===== src/rtl/rv32i_wb_pkg.sv =====
`default_nettype none
// +----------------------------------------------------------------------+
// | rv32i_wb_pkg : shared types and constants for the RV32I write-back   |
// | Revision     : 1.0                                                    |
// +----------------------------------------------------------------------+
package rv32i_wb_pkg;

   localparam int XLEN       = 32;
   localparam int REG_ADDR_W = 5;

   typedef enum logic [2:0] {
      WB_SEL_ALU = 3'd0,
      WB_SEL_MEM = 3'd1,
      WB_SEL_PC4 = 3'd2,
      WB_SEL_CSR = 3'd3,
      WB_SEL_IMM = 3'd4
   } wb_sel_e;

   typedef enum logic [1:0] {
      WB_IDLE     = 2'd0,
      WB_WAIT_MEM = 2'd1,
      WB_DRAIN    = 2'd2
   } wb_state_e;

   localparam logic [2:0] C_F3_LB  = 3'b000;
   localparam logic [2:0] C_F3_LH  = 3'b001;
   localparam logic [2:0] C_F3_LW  = 3'b010;
   localparam logic [2:0] C_F3_LBU = 3'b100;
   localparam logic [2:0] C_F3_LHU = 3'b101;

   // x0 is hard-wired to zero, so it never receives a write pulse.
   function automatic logic rf_write_en(input logic we, input logic [REG_ADDR_W-1:0] rd);
      return we & (rd != '0);
   endfunction

endpackage
`default_nettype wire


===== src/rtl/rv32i_wb_if.sv =====
`default_nettype none
// +----------------------------------------------------------------------+
// | rv32i_wb_if : MEM-stage / register-file bus of the write-back stage  |
// | Optional i_csr_rdata under RV32I_WB_CSR_EN.  Revision : 1.0           |
// +----------------------------------------------------------------------+
interface rv32i_wb_if;
   import rv32i_wb_pkg::*;

   logic                  i_valid;
   logic                  o_ready;
   logic [2:0]            i_wb_sel;
   logic [REG_ADDR_W-1:0] i_rd;
   logic                  i_rd_we;
   logic [XLEN-1:0]       i_alu_result;
   logic [XLEN-1:0]       i_pc_plus4;
   logic [XLEN-1:0]       i_imm;
`ifdef RV32I_WB_CSR_EN
   logic [XLEN-1:0]       i_csr_rdata;
`endif
   logic [2:0]            i_funct3;
   logic [1:0]            i_byte_off;
   logic                  i_mem_rvalid;
   logic [XLEN-1:0]       i_mem_rdata;
   logic                  i_flush;
   logic                  o_rf_we;
   logic [REG_ADDR_W-1:0] o_rf_rd;
   logic [XLEN-1:0]       o_rf_wdata;

   modport slave (
`ifdef RV32I_WB_CSR_EN
      input  i_csr_rdata,
`endif
      input  i_valid, i_wb_sel, i_rd, i_rd_we, i_alu_result, i_pc_plus4, i_imm,
      input  i_funct3, i_byte_off, i_mem_rvalid, i_mem_rdata, i_flush,
      output o_ready, o_rf_we, o_rf_rd, o_rf_wdata
   );

   modport master (
`ifdef RV32I_WB_CSR_EN
      output i_csr_rdata,
`endif
      output i_valid, i_wb_sel, i_rd, i_rd_we, i_alu_result, i_pc_plus4, i_imm,
      output i_funct3, i_byte_off, i_mem_rvalid, i_mem_rdata, i_flush,
      input  o_ready, o_rf_we, o_rf_rd, o_rf_wdata
   );

endinterface
`default_nettype wire


===== src/rtl/rv32i_load_align.sv =====
`default_nettype none
// +----------------------------------------------------------------------+
// | rv32i_load_align : shifts a loaded word and sign/zero-extends it      |
// | Revision         : 1.0                                                |
// +----------------------------------------------------------------------+
module rv32i_load_align
   import rv32i_wb_pkg::*;
(
   input  wire logic [XLEN-1:0] i_rdata,
   input  wire logic [1:0]      i_byte_off,
   input  wire logic [2:0]      i_funct3,
   output logic      [XLEN-1:0] o_data
);

   logic [XLEN-1:0] w_shifted;

   // A halfword at offset 3 runs off the word; the shift fills the upper byte with 0.
   assign w_shifted = i_rdata >> {i_byte_off, 3'b000};

   always_comb begin
      o_data = w_shifted;
      case (i_funct3)
         C_F3_LB:  o_data = {{(XLEN-8){w_shifted[7]}},   w_shifted[7:0]};
         C_F3_LH:  o_data = {{(XLEN-16){w_shifted[15]}}, w_shifted[15:0]};
         C_F3_LBU: o_data = {{(XLEN-8){1'b0}},           w_shifted[7:0]};
         C_F3_LHU: o_data = {{(XLEN-16){1'b0}},          w_shifted[15:0]};
         default:  o_data = w_shifted;
      endcase
   end

endmodule
`default_nettype wire


===== src/rtl/rv32i_wb_stage.sv =====
`default_nettype none
// +----------------------------------------------------------------------+
// | rv32i_wb_stage : registered write-back with load wait and flush drain |
// | CSR source enabled by RV32I_WB_CSR_EN.  Revision : 1.0                |
// +----------------------------------------------------------------------+
module rv32i_wb_stage
   import rv32i_wb_pkg::*;
(
   input  wire logic i_clk,
   input  wire logic i_rst_n,
   rv32i_wb_if.slave bus
);

   wb_state_e             state_q, state_d;
   logic [REG_ADDR_W-1:0] ld_rd_q, ld_rd_d;
   logic                  ld_we_q, ld_we_d;
   logic [2:0]            ld_f3_q, ld_f3_d;
   logic [1:0]            ld_off_q, ld_off_d;
   logic                  rf_we_q, rf_we_d;
   logic [REG_ADDR_W-1:0] rf_rd_q, rf_rd_d;
   logic [XLEN-1:0]       rf_wdata_q, rf_wdata_d;

   logic [XLEN-1:0]       w_sel_data;
   logic                  w_sel_ok;
   logic [XLEN-1:0]       w_ld_data;
   logic                  w_accept;

   rv32i_load_align u_align (
      .i_rdata    (bus.i_mem_rdata),
      .i_byte_off (ld_off_q),
      .i_funct3   (ld_f3_q),
      .o_data     (w_ld_data)
   );

   // Unknown selects produce zero data and suppress the write.
   always_comb begin
      w_sel_data = '0;
      w_sel_ok   = 1'b0;
      case (bus.i_wb_sel)
         WB_SEL_ALU: begin w_sel_data = bus.i_alu_result; w_sel_ok = 1'b1; end
         WB_SEL_PC4: begin w_sel_data = bus.i_pc_plus4;   w_sel_ok = 1'b1; end
         WB_SEL_IMM: begin w_sel_data = bus.i_imm;        w_sel_ok = 1'b1; end
`ifdef RV32I_WB_CSR_EN
         WB_SEL_CSR: begin w_sel_data = bus.i_csr_rdata;  w_sel_ok = 1'b1; end
`endif
         default:    begin w_sel_data = '0;               w_sel_ok = 1'b0; end
      endcase
   end

   assign w_accept = bus.i_valid & (state_q == WB_IDLE) & ~bus.i_flush;

   always_comb begin
      state_d    = state_q;
      ld_rd_d    = ld_rd_q;
      ld_we_d    = ld_we_q;
      ld_f3_d    = ld_f3_q;
      ld_off_d   = ld_off_q;
      rf_we_d    = 1'b0;
      rf_rd_d    = rf_rd_q;
      rf_wdata_d = rf_wdata_q;
      case (state_q)
         WB_IDLE: begin
            if (w_accept) begin
               if (bus.i_wb_sel == WB_SEL_MEM) begin
                  ld_rd_d  = bus.i_rd;
                  ld_we_d  = bus.i_rd_we;
                  ld_f3_d  = bus.i_funct3;
                  ld_off_d = bus.i_byte_off;
                  state_d  = WB_WAIT_MEM;
               end else begin
                  rf_rd_d    = bus.i_rd;
                  rf_wdata_d = w_sel_data;
                  rf_we_d    = w_sel_ok & rf_write_en(bus.i_rd_we, bus.i_rd);
               end
            end
         end
         WB_WAIT_MEM: begin
            // A flush coinciding with the response simply drops the data.
            if (bus.i_mem_rvalid) begin
               if (!bus.i_flush) begin
                  rf_rd_d    = ld_rd_q;
                  rf_wdata_d = w_ld_data;
                  rf_we_d    = rf_write_en(ld_we_q, ld_rd_q);
               end
               state_d = WB_IDLE;
            end else if (bus.i_flush) begin
               state_d = WB_DRAIN;
            end
         end
         WB_DRAIN: begin
            if (bus.i_mem_rvalid) begin
               state_d = WB_IDLE;
            end
         end
         default: state_d = WB_IDLE;
      endcase
   end

   always_ff @(posedge i_clk) begin
      if (!i_rst_n) begin
         state_q    <= WB_IDLE;
         ld_rd_q    <= '0;
         ld_we_q    <= 1'b0;
         ld_f3_q    <= 3'b000;
         ld_off_q   <= 2'b00;
         rf_we_q    <= 1'b0;
         rf_rd_q    <= '0;
         rf_wdata_q <= '0;
      end else begin
         state_q    <= state_d;
         ld_rd_q    <= ld_rd_d;
         ld_we_q    <= ld_we_d;
         ld_f3_q    <= ld_f3_d;
         ld_off_q   <= ld_off_d;
         rf_we_q    <= rf_we_d;
         rf_rd_q    <= rf_rd_d;
         rf_wdata_q <= rf_wdata_d;
      end
   end

   assign bus.o_ready    = (state_q == WB_IDLE);
   assign bus.o_rf_we    = rf_we_q;
   assign bus.o_rf_rd    = rf_rd_q;
   assign bus.o_rf_wdata = rf_wdata_q;

endmodule
`default_nettype wire


===== src/flat_wrapper.sv =====
// flat-port wrapper written by rule: the top's interface ports become plain ports
module rv32i_wb_stage_flat import rv32i_wb_pkg::*;
  (i_clk, i_rst_n, bus_i_valid, bus_i_wb_sel, bus_i_rd, bus_i_rd_we, bus_i_alu_result, bus_i_pc_plus4, bus_i_imm, bus_i_funct3, bus_i_byte_off, bus_i_mem_rvalid, bus_i_mem_rdata, bus_i_flush, bus_o_ready, bus_o_rf_we, bus_o_rf_rd, bus_o_rf_wdata);
  rv32i_wb_if bus_i ();
  input  wire logic i_clk;
  input  wire logic i_rst_n;
  input wire logic [$bits(bus_i.i_valid)-1:0] bus_i_valid;
  input wire logic [$bits(bus_i.i_wb_sel)-1:0] bus_i_wb_sel;
  input wire logic [$bits(bus_i.i_rd)-1:0] bus_i_rd;
  input wire logic [$bits(bus_i.i_rd_we)-1:0] bus_i_rd_we;
  input wire logic [$bits(bus_i.i_alu_result)-1:0] bus_i_alu_result;
  input wire logic [$bits(bus_i.i_pc_plus4)-1:0] bus_i_pc_plus4;
  input wire logic [$bits(bus_i.i_imm)-1:0] bus_i_imm;
  input wire logic [$bits(bus_i.i_funct3)-1:0] bus_i_funct3;
  input wire logic [$bits(bus_i.i_byte_off)-1:0] bus_i_byte_off;
  input wire logic [$bits(bus_i.i_mem_rvalid)-1:0] bus_i_mem_rvalid;
  input wire logic [$bits(bus_i.i_mem_rdata)-1:0] bus_i_mem_rdata;
  input wire logic [$bits(bus_i.i_flush)-1:0] bus_i_flush;
  output wire logic [$bits(bus_i.o_ready)-1:0] bus_o_ready;
  output wire logic [$bits(bus_i.o_rf_we)-1:0] bus_o_rf_we;
  output wire logic [$bits(bus_i.o_rf_rd)-1:0] bus_o_rf_rd;
  output wire logic [$bits(bus_i.o_rf_wdata)-1:0] bus_o_rf_wdata;
  assign bus_i.i_valid = bus_i_valid;
  assign bus_i.i_wb_sel = bus_i_wb_sel;
  assign bus_i.i_rd = bus_i_rd;
  assign bus_i.i_rd_we = bus_i_rd_we;
  assign bus_i.i_alu_result = bus_i_alu_result;
  assign bus_i.i_pc_plus4 = bus_i_pc_plus4;
  assign bus_i.i_imm = bus_i_imm;
  assign bus_i.i_funct3 = bus_i_funct3;
  assign bus_i.i_byte_off = bus_i_byte_off;
  assign bus_i.i_mem_rvalid = bus_i_mem_rvalid;
  assign bus_i.i_mem_rdata = bus_i_mem_rdata;
  assign bus_i.i_flush = bus_i_flush;
  assign bus_o_ready = bus_i.o_ready;
  assign bus_o_rf_we = bus_i.o_rf_we;
  assign bus_o_rf_rd = bus_i.o_rf_rd;
  assign bus_o_rf_wdata = bus_i.o_rf_wdata;
  rv32i_wb_stage u_core (.i_clk(i_clk), .i_rst_n(i_rst_n), .bus(bus_i));
endmodule

===== config.mk =====
export PLATFORM = sky130hd
export DESIGN_NAME = rv32i_wb_stage_flat
export DESIGN_NICKNAME = d
export VERILOG_FILES = /design/src/rtl/rv32i_wb_pkg.sv /design/src/rtl/rv32i_wb_if.sv /design/src/rtl/rv32i_load_align.sv /design/src/rtl/rv32i_wb_stage.sv /design/src/flat_wrapper.sv
export SDC_FILE = /design/constraint.sdc
export NUM_CORES = 1
export LEC_CHECK = 0
export ABC_AREA = 0
export BUFFER_PORTS_ARGS = -buffer_cell sky130_fd_sc_hd__buf_2
export CAP_MARGIN = 10
export CORE_ASPECT_RATIO = 1.5
export CORE_MARGIN = 2
export CORE_UTILIZATION = 47
export CTS_CLUSTER_SIZE = 28
export DETAILED_ROUTE_END_ITERATION = 16
export GPL_ROUTABILITY_DRIVEN = 0
export PLACE_DENSITY = 0.87
export RECOVER_POWER = 50
export REMOVE_ABC_BUFFERS = 1
export SYNTH_ARGS = -nofsm -noshare
export SYNTH_HDL_FRONTEND = slang
export SYNTH_HIERARCHICAL = 1
export SYNTH_SLANG_ARGS = --single-unit

===== constraint.sdc =====
create_clock -name i_clk -period 2.1 [get_ports i_clk]
set_clock_uncertainty 0.05 [all_clocks]
set_input_delay 0.525 -clock i_clk [delete_from_list [all_inputs] [get_ports i_clk]]
set_output_delay 0.525 -clock i_clk [all_outputs]
set_load 0.01 [all_outputs]

==> Word-level counts from Yosys, hierarchy flattened <==
Index checks and enable logic that the tools add are counted.
{ "word_totals": {"out_inout_bits": 39, "wordCells": 64, "reg_bits": 51} }
{ "classes": {"n_eq_ne": 15, "n_bitwise": 6, "muxes": 24, "shifts": 1, "reduce_logical": 10} }
{ "op_table": {"columns": ["cell", "count"], "rows": [
  ["32-bit 2-to-1 mux", 4],
  ["32-bit case mux with 4 select lines", 1],
  ["32-bit case mux with 3 select lines", 1],
  ["32-bit case mux with 2 select lines", 1],
  ["32-bit by 5-bit >> shifter with 32-bit output", 1],
  ["5-bit 2-to-1 mux", 4],
  ["2-bit 2-to-1 mux", 5],
  ["5-bit case mux with 2 select lines", 1],
  ["5-bit nonzero test", 2],
  ["3-bit equality test (second input constant)", 3],
  ["2-bit inequality test (second input constant)", 4],
  ["3-bit by 1-bit equality test with 1-bit output (second input constant)", 2],
  ["3-bit zero test", 2],
  ["2-bit case mux with 3 select lines", 1],
  ["1-bit bitwise AND", 5],
  ["1-bit 2-to-1 mux", 5],
  ["5-bit AND reduction", 1],
  ["2-bit by 1-bit inequality test with 1-bit output (second input constant)", 2],
  ["4-bit AND reduction", 1],
  ["3-bit by 2-bit equality test with 1-bit output (second input constant)", 1],
  ["3-bit inequality test (second input constant)", 1],
  ["3-bit AND reduction", 1],
  ["3-bit OR reduction", 1],
  ["2-bit by 1-bit equality test with 1-bit output (second input constant)", 1],
  ["other kinds (5)", 5]
]} }

==> Longest topological paths before layout <==
Gate-level depths: netlist of run 1.
{ "logic_depth": {"depth_word": 7, "mapped_depth": 8, "mapped_depth_nobuf": 6} }

==> Hierarchy <==
Netlist of run 1, hierarchy kept.
{ "modules_own_cells": {"columns": ["module", "n_inst", "seq_area_each_um2", "cells_per_inst", "area_each_um2"], "rows": [
  ["rv32i_wb_stage", 1, 1021.0, 309, 2967.8],
  ["rv32i_load_align", 1, 0.0, 107, 694.4]
]} }

==> Worst setup path after synthesis of run 1 <==
No wires, ideal clock.
{ "synth_timing": {"kind": "input port to flip-flop", "startpoint": "in bus_i_wb_sel[2]", "endpoint": "reg u_core.rf_rd_q[0] (netlist: u_core/bus.o_rf_rd[0])", "n_path_buf": 3, "arrival_ns": 1.583, "setup_time_ns": 0.116, "required_ns": 1.934, "setup_slack_ns": 0.351, "path_stages": 6, "path_cell_list": "buf_4 nor4b_1 nor4b_2 buf_2 buf_2 o211a_1"} }
{ "synth_via": {"elab_chain_len": 3} }
{ "synth_rtl": {"columns": ["item", "line", "text"], "rows": [
  ["from (decl)", "flat_wrapper.sv:8", "input wire logic [$bits(bus_i.i_wb_sel)-1:0] bus_i_wb_sel;"],
  ["3-bit by 1-bit equality test with 1-bit output", "rv32i_wb_stage.sv:64", "if (bus.i_wb_sel == WB_SEL_MEM) begin"],
  ["2-bit inequality test (no line)", null, null],
  ["5-bit AND reduction (no line)", null, null],
  ["to (signal assigned)", "rv32i_wb_stage.sv:116", "rf_rd_q <= rf_rd_d;"],
  ["to (decl)", "rv32i_wb_stage.sv:20", "logic [REG_ADDR_W-1:0] rf_rd_q, rf_rd_d;"]
]} }
No other way between the ends.
A chain may end at the register's enable or synchronous reset.

==> Worst setup path in the final report of run 1 <==
{ "layout_timing": {"startpoint": "reg u_core.ld_off_q[0]", "endpoint": "reg u_core.rf_wdata_q[20] (netlist: u_core/bus.o_rf_wdata[20])"} }
{ "layout_via": {"elab_chain_len": 5} }
{ "layout_rtl": {"columns": ["item", "line", "text"], "rows": [
  ["from (decl)", "rv32i_wb_stage.sv:18", "logic [1:0] ld_off_q, ld_off_d;"],
  ["from (signal assigned)", "rv32i_wb_stage.sv:114", "ld_off_q <= ld_off_d;"],
  ["32-bit by 5-bit >> shifter with 32-bit output", "rv32i_load_align.sv:18", "assign w_shifted = i_rdata >> {i_byte_off, 3'b000};"],
  ["32-bit case mux with 4 select lines", "rv32i_load_align.sv:22", "case (i_funct3)"],
  ["named net u_core.w_ld_data[20]", "rv32i_wb_stage.sv:25", "logic [XLEN-1:0] w_ld_data;"],
  ["32-bit 2-to-1 mux", "rv32i_wb_stage.sv:80", "if (!bus.i_flush) begin"],
  ["32-bit 2-to-1 mux", "rv32i_wb_stage.sv:79", "if (bus.i_mem_rvalid) begin"],
  ["32-bit case mux with 2 select lines", "rv32i_wb_stage.sv:61", "case (state_q)"],
  ["to (signal assigned)", "rv32i_wb_stage.sv:117", "rf_wdata_q <= rf_wdata_d;"],
  ["to (decl)", "rv32i_wb_stage.sv:21", "logic [XLEN-1:0] rf_wdata_q, rf_wdata_d;"]
]} }
The timed path passes the listed nets, and every way through them passes these cells. The select of a mux whose other input is x is not followed.

==> tab_implementation.tex, run 1 <==
\begin{tabular}{lr}
\hline
Metric & Value \\
\hline
\multicolumn{2}{l}{\textbf{Power}} \\
\quad Clock group share of total power & 32.6\% \\
\quad Portion of total power attributed to combinational logic & roughly 25\% \\
\quad Maximum vdd ir drop & $\sim$0.00037 V \\
\quad Internal power summed over all cells & approximately 1700 uW \\
\quad Pwr Total & 2490 uW \\
\quad Sequential share of power & 42.1\% \\
\quad Switching power & between 700 and 800 uW \\
\quad Share of total power consumed by net switching & 30.0\% \\
\quad Leakage & 0.00211 uW \\
\quad Pwr/cell area & 519 nW/um\^{}2 \\
\multicolumn{2}{l}{\textbf{Global routing}} \\
\quad Vias in the first global route & 4180 \\
\quad Largest net degree at the start of global routing & 42 \\
\quad Number of antenna violations at the first check in global routing & 0 \\
\quad Wire length of the first global-routing pass & slightly below 20000 microns \\
\quad Total congestion overflow after global routing & 0 \\
\quad Overall Global Routing Usage & 28.4\% \\
\multicolumn{2}{l}{\textbf{Job}} \\
\quad Number of maximum-capacitance constraint violations & 0 \\
\multicolumn{2}{l}{\textbf{Finish}} \\
\quad Most common cell after layout, fill and taps aside & sky130\_fd\_sc\_hd\_\_buf\_2 \\
\quad Fill cell total of the finished layout & 674 \\
\quad Final instance area & 4790 sq um \\
\quad Layout cell share with drive strength beyond 1 & 37.6\% \\
\quad Multi-input combinational cell area & 2410 sq um \\
\quad Area taken by flip-flops and latches & 1020 sq um \\
\quad Relative area change from synthesis to final layout & 30.9\% \\
\quad Post-layout nets & $\sim$740 \\
\quad Leading cell types in the layout, fill and taps excluded & sky130\_fd\_sc\_hd\_\_buf\_2 (144), sky130\_fd\_sc\_hd\_\_mux2i\_1 (67), sky130\_fd\_sc\_hd\_\_dfxtp\_1 (50) \\
\quad Non-filler instance count after layout & around 690 \\
\quad Final core utilization & approximately 63\% \\
\quad Ant diodes & 0 \\
\multicolumn{2}{l}{\textbf{Clocking}} \\
\quad Insertion delay to the later sink of the worst-skew pair & $\sim$0.29 ns \\
\quad Post-CTS Setup Bufs & 0 \\
\quad Clock buffer count from CTS & 5 \\
\quad Reg clk slew, reported paths & about 0.070 ns \\
\quad Clock tree from TritonCTS & done \\
\quad Resized cells post-CTS & 0 \\
\quad Root Driver & sky130\_fd\_sc\_hd\_\_clkbuf\_16 \\
\quad Clock sinks & 51 \\
\quad Clk buf depth & 2 \\
\quad Count of H-tree levels built during CTS & 2 \\
\quad Quantity of hold-fixing buffers added after cts & 0 \\
\multicolumn{2}{l}{\textbf{Synthesis}} \\
\quad Fraction of the mapped netlist area in adder cells & 0\% \\
\quad Top flip-flop cell by instance count after synthesis & sky130\_fd\_sc\_hd\_\_dfxtp\_1 \\
\quad Post-synthesis instance area & 3660 sq um \\
\quad Fraction of synthesized cell area in xor and xnor cells & 0\% \\
\quad Main combinational cell family by area after synthesis & compound AO/OA/AOI/OAI gates \\
\quad Compound-gate portion of the synthesized area & 30.0\% \\
\quad Count of yosys warnings during synthesis & 6 \\
\quad Mean cell area of the mapped netlist & 8.80 sq um \\
\quad Post-synthesis simple-gate area fraction & between 10\% and 20\% \\
\quad Multiplexer fraction of the synthesized cell area & 18.6\% \\
\quad Post-synthesis cell type count & 34 \\
\quad Flip-flop and latch count after synthesis & 51 \\
\quad Asr flop ratio synth & 0\% \\
\quad Post-synthesis cell count & approximately 420 \\
\quad Post-synth EDFFs & 0 \\
\quad Part of the Yosys area used for sequential elements & 27.9\% \\
\multicolumn{2}{l}{\textbf{Worst setup path}} \\
\quad Crit path arrival time & between 2 and 2.5 ns \\
\quad CP Max Fanout & 14 \\
\quad Type of destination of the critical path & flip-flop \\
\quad Category of the most critical setup path & flip-flop to flip-flop \\
\quad Kind of start point of the critical path & flip-flop \\
\quad Required @ worst endpoint & 2.22 ns \\
\multicolumn{2}{l}{\textbf{Placed design}} \\
\quad \# placed instances & 684 \\
\quad Placed wire-length estimate & 9460 microns \\
\quad Port Buf Inserts & between 150 and 200 \\
\quad Instance area at placement & 4710 sq um \\
\multicolumn{2}{l}{\textbf{Route}} \\
\quad Total Routed Length & between 10000 and 15000 microns \\
\quad Routed len/inst & about 18 microns \\
\quad First-pass iteration count of the detailed router & 4 \\
\quad 1st-iter DRT viols & 242 \\
\quad Via density per instance & roughly 5.7 \\
\quad Via count & 3969 \\
\quad Number of routed nets with antenna violations & 0 \\
\quad DRC & 0 \\
\multicolumn{2}{l}{\textbf{Timing}} \\
\quad Worst max-slew margin expressed relative to the limit & 46.0\% \\
\quad FMAX & just over 500 MHz \\
\quad Setup-violating endpoint count in the final report & 0 \\
\quad Worst hold slack & between 0.3 and 0.4 ns \\
\quad Setup repair after global routing missed its margin & no \\
\quad Transition time at the pin with the least slew margin & around 0.81 ns \\
\quad Number of pins exceeding their max-slew limit in the final report & 0 \\
\quad Minimum period implied by the final worst setup slack & 1.94 ns \\
\quad Share of the clock period used by the worst path after layout & 92.3\% \\
\quad Final hold violations & 0 \\
\multicolumn{2}{l}{\textbf{Die}} \\
\quad I/O pin total & 186 \\
\quad Overall die height & 112 microns \\
\quad Starting utilization of the core area & between 40\% and 50\% \\
\quad Core box area & between 7000 and 8000 sq um \\
\quad Count of standard-cell rows & 39 \\
\quad Die width & 76.1 microns \\
\quad Die area & approximately 8500 sq um \\
\multicolumn{2}{l}{\textbf{Outcome}} \\
\quad Outcome & complete, no violations \\
\multicolumn{2}{l}{\textbf{Worst hold path}} \\
\quad Worst hold path class & primary input to flip-flop \\
\hline
\end{tabular}
[synth_stat cells, types with 2 or more instances]
library cell | instances | area, sq um
sky130_fd_sc_hd__a211oi_1 | 14 | 105
sky130_fd_sc_hd__a21oi_1 | 38 | 190
sky130_fd_sc_hd__a21oi_2 | 4 | 35.0
sky130_fd_sc_hd__a221oi_1 | 2 | 17.5
sky130_fd_sc_hd__a221oi_2 | 30 | 450
sky130_fd_sc_hd__buf_2 | 23 | 115
sky130_fd_sc_hd__buf_4 | 3 | 22.5
sky130_fd_sc_hd__buf_6 | 6 | 67.6
sky130_fd_sc_hd__clkbuf_1 | 10 | 37.5
sky130_fd_sc_hd__dfxtp_1 | 51 | 1020
sky130_fd_sc_hd__mux2i_1 | 68 | 681
sky130_fd_sc_hd__nand2_1 | 24 | 90.1
sky130_fd_sc_hd__nor2_1 | 23 | 86.3
sky130_fd_sc_hd__nor2b_1 | 23 | 144
sky130_fd_sc_hd__nor3_1 | 33 | 165
sky130_fd_sc_hd__nor3b_1 | 3 | 22.5
sky130_fd_sc_hd__o211a_1 | 5 | 50.1
sky130_fd_sc_hd__o21ai_0 | 39 | 195
sky130_fd_sc_hd__o21ai_2 | 2 | 17.5
[critical path, stage by stage, from the launching register on]
cell                       delay [ns]
sky130_fd_sc_hd__dfxtp_4         0.47
sky130_fd_sc_hd__mux2i_1         0.27
sky130_fd_sc_hd__mux2i_1         0.12
sky130_fd_sc_hd__o211ai_2        0.18
sky130_fd_sc_hd__buf_4           0.22
sky130_fd_sc_hd__o21ai_0         0.13
sky130_fd_sc_hd__a221oi_2        0.27
sky130_fd_sc_hd__a21oi_1         0.10
[state kept, by name, indices dropped and copies added (netlist names)]
name and cells:
u_core/ld_we_q 1, u_core/ld_f3_q 3, u_core/bus.o_rf_rd 5, u_core/bus.o_rf_we 1
u_core/ld_off_q 2, u_core/bus.o_rf_wdata 32, u_core/state_q 2, u_core/ld_rd_q 5
[metrics by stage]
step,TNS (ns),setup WS (ns)
2_1_floorplan,-135.30,-3.73
3_3_place_gp,0,0.128
3_5_place_dp,0,0.0549
4_1_cts,0,0.0666
5_1_grt,0,0.00668
6_report,0,0.161
[final timing paths]
check / start / end / slack [ns] / cells after the start
setup reg to reg: u_core/ld_off_q[0] / u_core/bus.o_rf_wdata[20] / 0.16 / 7
hold reg to reg: u_core/ld_we_q / u_core/bus.o_rf_we / 0.43 / 2
setup / recovery: u_core/ld_off_q[0] / u_core/bus.o_rf_wdata[20] / 0.16 / 7
hold / removal: bus_i_mem_rvalid / u_core/state_q[1] / 0.39 / 2
[cells by family after synthesis]
family	after synthesis
compound gates	137
simple gates	117
mux	68
flops	51
buf+inv	43
[cell type report]
type	instances	share of cell area, %
clock buffer	5	2.61
clock inverter	3	0.313
tap	102	2.66
timing repair buffer	208	22.6
multi-input combinational	322	50.4
inverter	1	0.0783
sequential	51	21.4
[per-layer routing]
metal  vias to the layer above  routed length (microns)  share of wire (%)  global-route usage, %
met1                      1859                     4550                 37                   29.7
met2                       167                     6670                 54                   54.6
met5                         -                        0                  0                      0
li1                       1912                        -                  -                      -
met4                         0                      413                3.4                   12.8
met3                        31                      618                5.0                   4.98
[power groups by stage]
| stage | Combinational (uW) | Clock, uW | Sequential [uW] |
|---|---|---|---|
| after floorplan | 280 | 0 | 1090 |
| after global placement | 620 | 0 | 1070 |
| after detailed placement | 641 | 0 | 1070 |
| after CTS | 643 | 816 | 1050 |
| after global routing | 688 | 855 | 1050 |
| final | 631 | 811 | 1050 |
(Power assumes the default switching activity.)
==> run 2, diff against run 1 <==
Settings changed: CORE_UTILIZATION 47 to 46, SYNTH_HIERARCHICAL 1 to unset.
==> tab_implementation.tex, run 2 <==
\begin{tabular}{lr}
\hline
Metric & Value \\
\hline
\multicolumn{2}{l}{\textbf{Die}} \\
\quad Overall die height & 110 microns (-1.8\%) \\
\quad Core box area & 7270 sq um (-4.4\%) \\
\quad I/O pin total & 186 (unchanged) \\
\quad Die width & 74.7 microns (-1.8\%) \\
\quad Starting utilization of the core area & 47.4\% (-0.69 points) \\
\quad Count of standard-cell rows & 38 (-2.6\%) \\
\quad Die area & 8220 sq um (-3.6\%) \\
\multicolumn{2}{l}{\textbf{Synthesis}} \\
\quad Post-synthesis cell count & 392 (-5.8\%) \\
\quad Count of yosys warnings during synthesis & 0 (-6) \\
\quad Post-synthesis instance area & 3450 sq um (-5.8\%) \\
\quad Post-synthesis cell type count & 43 (+26\%) \\
\quad Cells taking the most area after synthesis & sky130\_fd\_sc\_hd\_\_dfxtp\_1 (30\%), sky130\_fd\_sc\_hd\_\_mux2i\_1 (17\%), sky130\_fd\_sc\_hd\_\_o21ai\_0 (4.9\%), sky130\_fd\_sc\_hd\_\_o2bb2ai\_1 (4.1\%), sky130\_fd\_sc\_hd\_\_a32oi\_1 (3.8\%) \\
\quad Asr flop ratio synth & 0\% (unchanged) \\
\quad Count leader, synth & sky130\_fd\_sc\_hd\_\_mux2i\_1 \\
\quad Synth top cells by count & sky130\_fd\_sc\_hd\_\_mux2i\_1 (59), sky130\_fd\_sc\_hd\_\_dfxtp\_1 (51), sky130\_fd\_sc\_hd\_\_o21ai\_0 (34), sky130\_fd\_sc\_hd\_\_a21oi\_1 (25), sky130\_fd\_sc\_hd\_\_nand2\_1 (20) \\
\quad Cell accounting for the most synthesized area & sky130\_fd\_sc\_hd\_\_dfxtp\_1 \\
\quad Mean cell area of the mapped netlist & 8.80 sq um (about the same) \\
\quad Flip-flop and latch count after synthesis & 51 (unchanged) \\
\quad Part of the Yosys area used for sequential elements & 29.6\% (+1.7 points) \\
\quad Top flip-flop cell by instance count after synthesis & sky130\_fd\_sc\_hd\_\_dfxtp\_1 \\
\quad Post-synth EDFFs & 0 (unchanged) \\
\quad Fraction of synthesized cell area taken by the top area cell type & 29.6\% (+1.7 points) \\
\multicolumn{2}{l}{\textbf{Power}} \\
\quad Pwr/cell area & 518 nW/um\^{}2 (-0.18\%) \\
\quad Maximum vdd ir drop & 0.000314 V (-14\%) \\
\quad Leakage & 0.00190 uW (-9.7\%) \\
\multicolumn{2}{l}{\textbf{Worst hold path}} \\
\quad Worst hold path class & primary input to flip-flop \\
\multicolumn{2}{l}{\textbf{Placed design}} \\
\quad \# placed instances & 651 (-4.8\%) \\
\quad Pre-CTS worst setup slack & 0.0175 ns (-0.0374 ns) \\
\quad Placed wire-length estimate & 9110 microns (-3.6\%) \\
\quad Port Buf Inserts & 185 (unchanged) \\
\multicolumn{2}{l}{\textbf{Finish}} \\
\quad Post-layout nets & 705 (-4.2\%) \\
\quad Layout cell share with drive strength beyond 1 & 32.9\% (-4.7 points) \\
\quad Max FFs per register & 32 (unchanged) \\
\quad Non-filler instance count after layout & 659 (-4.8\%) \\
\quad Leading cell types in the layout, fill and taps excluded & sky130\_fd\_sc\_hd\_\_buf\_2 (147), sky130\_fd\_sc\_hd\_\_mux2i\_1 (59), sky130\_fd\_sc\_hd\_\_dfxtp\_1 (51) \\
\quad Ant diodes & 0 (unchanged) \\
\quad Relative area change from synthesis to final layout & 30.6\% \\
\quad Fill cell total of the finished layout & 638 (-5.3\%) \\
\quad Most common cell after layout, fill and taps aside & sky130\_fd\_sc\_hd\_\_buf\_2 \\
\multicolumn{2}{l}{\textbf{Worst setup path}} \\
\quad Family with the most delay on the worst path & compound AO/OA/AOI/OAI gates \\
\quad Critical path, cell by cell & mux4\_2 > o2bb2ai\_2 > o21ai\_4 > a31oi\_1 \\
\quad Number of buffer and inverter stages on the critical path & 0 (-1) \\
\quad Crit path arrival time & 2.00 ns (-0.06 ns) \\
\quad Worst path max stage delay & 0.60 ns (+0.13 ns) \\
\quad Category of the most critical setup path & flip-flop to flip-flop \\
\quad Cell with the biggest individual delay on the critical path & sky130\_fd\_sc\_hd\_\_mux4\_2 \\
\quad Kind of start point of the critical path & flip-flop \\
\quad CP Max Fanout & 16 (+2) \\
\quad Required @ worst endpoint & 2.22 ns (about the same) \\
\quad Type of destination of the critical path & flip-flop \\
\multicolumn{2}{l}{\textbf{Timing}} \\
\quad Final setup slack of the worst path & 0.218 ns (+0.0572 ns) \\
\quad Final hold violations & 0 (unchanged) \\
\quad Setup-violating endpoint count in the final report & 0 (unchanged) \\
\quad Worst max-slew margin expressed relative to the limit & 53.1\% (+7.1 points) \\
\quad Minimum period implied by the final worst setup slack & 1.88 ns (-0.0572 ns) \\
\quad Transition time at the pin with the least slew margin & 0.701 ns (-0.109 ns) \\
\quad Number of pins exceeding their max-slew limit in the final report & 0 (unchanged) \\
\quad FMAX & 531 MHz (+3.0\%) \\
\quad Worst hold slack & 0.416 ns (+0.0253 ns) \\
\quad Setup TNS & 0 ns (unchanged) \\
\quad Setup repair after global routing missed its margin & no \\
\quad Share of the clock period used by the worst path after layout & 89.6\% (-2.7 points) \\
\multicolumn{2}{l}{\textbf{Clocking}} \\
\quad Clock buffer count from CTS & 5 (unchanged) \\
\quad Insertion delay to the later sink of the worst-skew pair & 0.30 ns (about the same) \\
\quad Resized cells post-CTS & 0 (unchanged) \\
\quad Quantity of hold-fixing buffers added after cts & 0 (unchanged) \\
\quad Count of H-tree levels built during CTS & 2 (unchanged) \\
\quad Reg clk slew, reported paths & 0.09 ns (+0.02 ns) \\
\quad Clk buf depth & 2 (unchanged) \\
\quad Root Driver & sky130\_fd\_sc\_hd\_\_clkbuf\_8 \\
\quad Clock tree from TritonCTS & done \\
\quad Clock sinks & 51 (unchanged) \\
\quad Post-CTS Setup Bufs & 0 (unchanged) \\
\multicolumn{2}{l}{\textbf{Route}} \\
\quad Routed len/inst & 17.8 microns (+0.26\%) \\
\quad Total Routed Length & 11700 microns (-4.5\%) \\
\quad 1st-iter DRT viols & 346 (+43\%) \\
\quad Number of routed nets with antenna violations & 0 (unchanged) \\
\quad DRC & 0 (unchanged) \\
\quad Via density per instance & 6.05 (+5.6\%) \\
\quad First-pass iteration count of the detailed router & 6 (+2) \\
\quad Via count & 3990 (+0.53\%) \\
\multicolumn{2}{l}{\textbf{Global routing}} \\
\quad Overall Global Routing Usage & 26.8\% (-1.5 points) \\
\quad Number of antenna violations at the first check in global routing & 0 (unchanged) \\
\quad Vias in the first global route & 3663 (-12\%) \\
\quad Wire length of the first global-routing pass & 17200 microns (-12\%) \\
\quad Total congestion overflow after global routing & 0 (unchanged) \\
\quad Largest net degree at the start of global routing & 43 (+2.4\%) \\
\multicolumn{2}{l}{\textbf{Outcome}} \\
\quad Outcome & complete, no violations \\
\multicolumn{2}{l}{\textbf{Job}} \\
\quad Number of maximum-capacitance constraint violations & 0 (unchanged) \\
\hline
\end{tabular}
[run 2: cell types whose count changed in the layout (fill, tap and decap cells not counted), moves of 14 or more]
| cell | before | now |
|---|---|---|
| sky130_fd_sc_hd__a221oi_2 | 30 | 0 |
| sky130_fd_sc_hd__nor3_1 | 33 | 10 |
| sky130_fd_sc_hd__a31oi_1 | 0 | 17 |
| sky130_fd_sc_hd__o2bb2ai_1 | 0 | 16 |
| sky130_fd_sc_hd__a32oi_1 | 0 | 15 |
| sky130_fd_sc_hd__a211oi_1 | 14 | 0 |
[run 2: worst paths after layout]
kind,endpoint,slack (ns),start,cells past startpoint
worst max register to register,u_core.bus.o_rf_wdata[30],0.22,u_core.ld_off_q[1],4
worst max-delay path,u_core.bus.o_rf_wdata[30],0.22,u_core.ld_off_q[1],4
worst min-delay path,u_core.ld_off_q[1],0.42,bus_i_byte_off[1],3
worst min register to register,u_core.bus.o_rf_rd[2],0.47,u_core.ld_rd_q[2],2
[run 2: area by class of cell]
type                    instances  area [sq um]  share of cell area [%]
inverters                       5          18.8                   0.417
clock buffers                   6          82.6                    1.83
clock inverters                 2          35.0                   0.778
repair buffers                201          1060                    23.5
well taps                     100           125                    2.78
flip-flops and latches         51          1020                    22.7
multi-input cells             294          2160                    48.0
[run 2: power by group]
part / internal (uW) / leakage (uW) / switching [uW]
Combinational: 265 / 0.00142 / 305
Clock: 386 / 0.0000612 / 333
Sequential: 1020 / 0.000417 / 27.5
[run 2: metrics by stage]
step / total power, uW / cell area, sq um / utilization [%]
2_1_floorplan: 1320 / 3200 / -
3_3_place_gp: 1620 / 4450 / 61.2
3_5_place_dp: 1640 / 4450 / 61.2
4_1_cts: 2350 / 4570 / 62.8
5_1_grt: 2430 / 4510 / 61.9
6_report: 2330 / 4510 / 61.9
[run 2: layer usage]
metal,share of wire [%],track usage [%],routed length (microns)
met5,0,0,0
met1,37,31.9,4340
met3,7.3,3.82,855
met2,52,47.1,6070
met4,3.8,11.9,439
[run 2: tightest hold or removal path, cell delays in order]
cell and delay (ns):
sky130_fd_sc_hd__buf_2 0.07, sky130_fd_sc_hd__mux2i_1 0.05, sky130_fd_sc_hd__nor2_1 0.08
[run 2: cells by family after synthesis]
kind of cell	after synthesis	synth area share, %
mux	60	17.8
buf+inv	47	7.91
flops	51	29.6
compound gates	148	30.9
simple gates	86	13.9
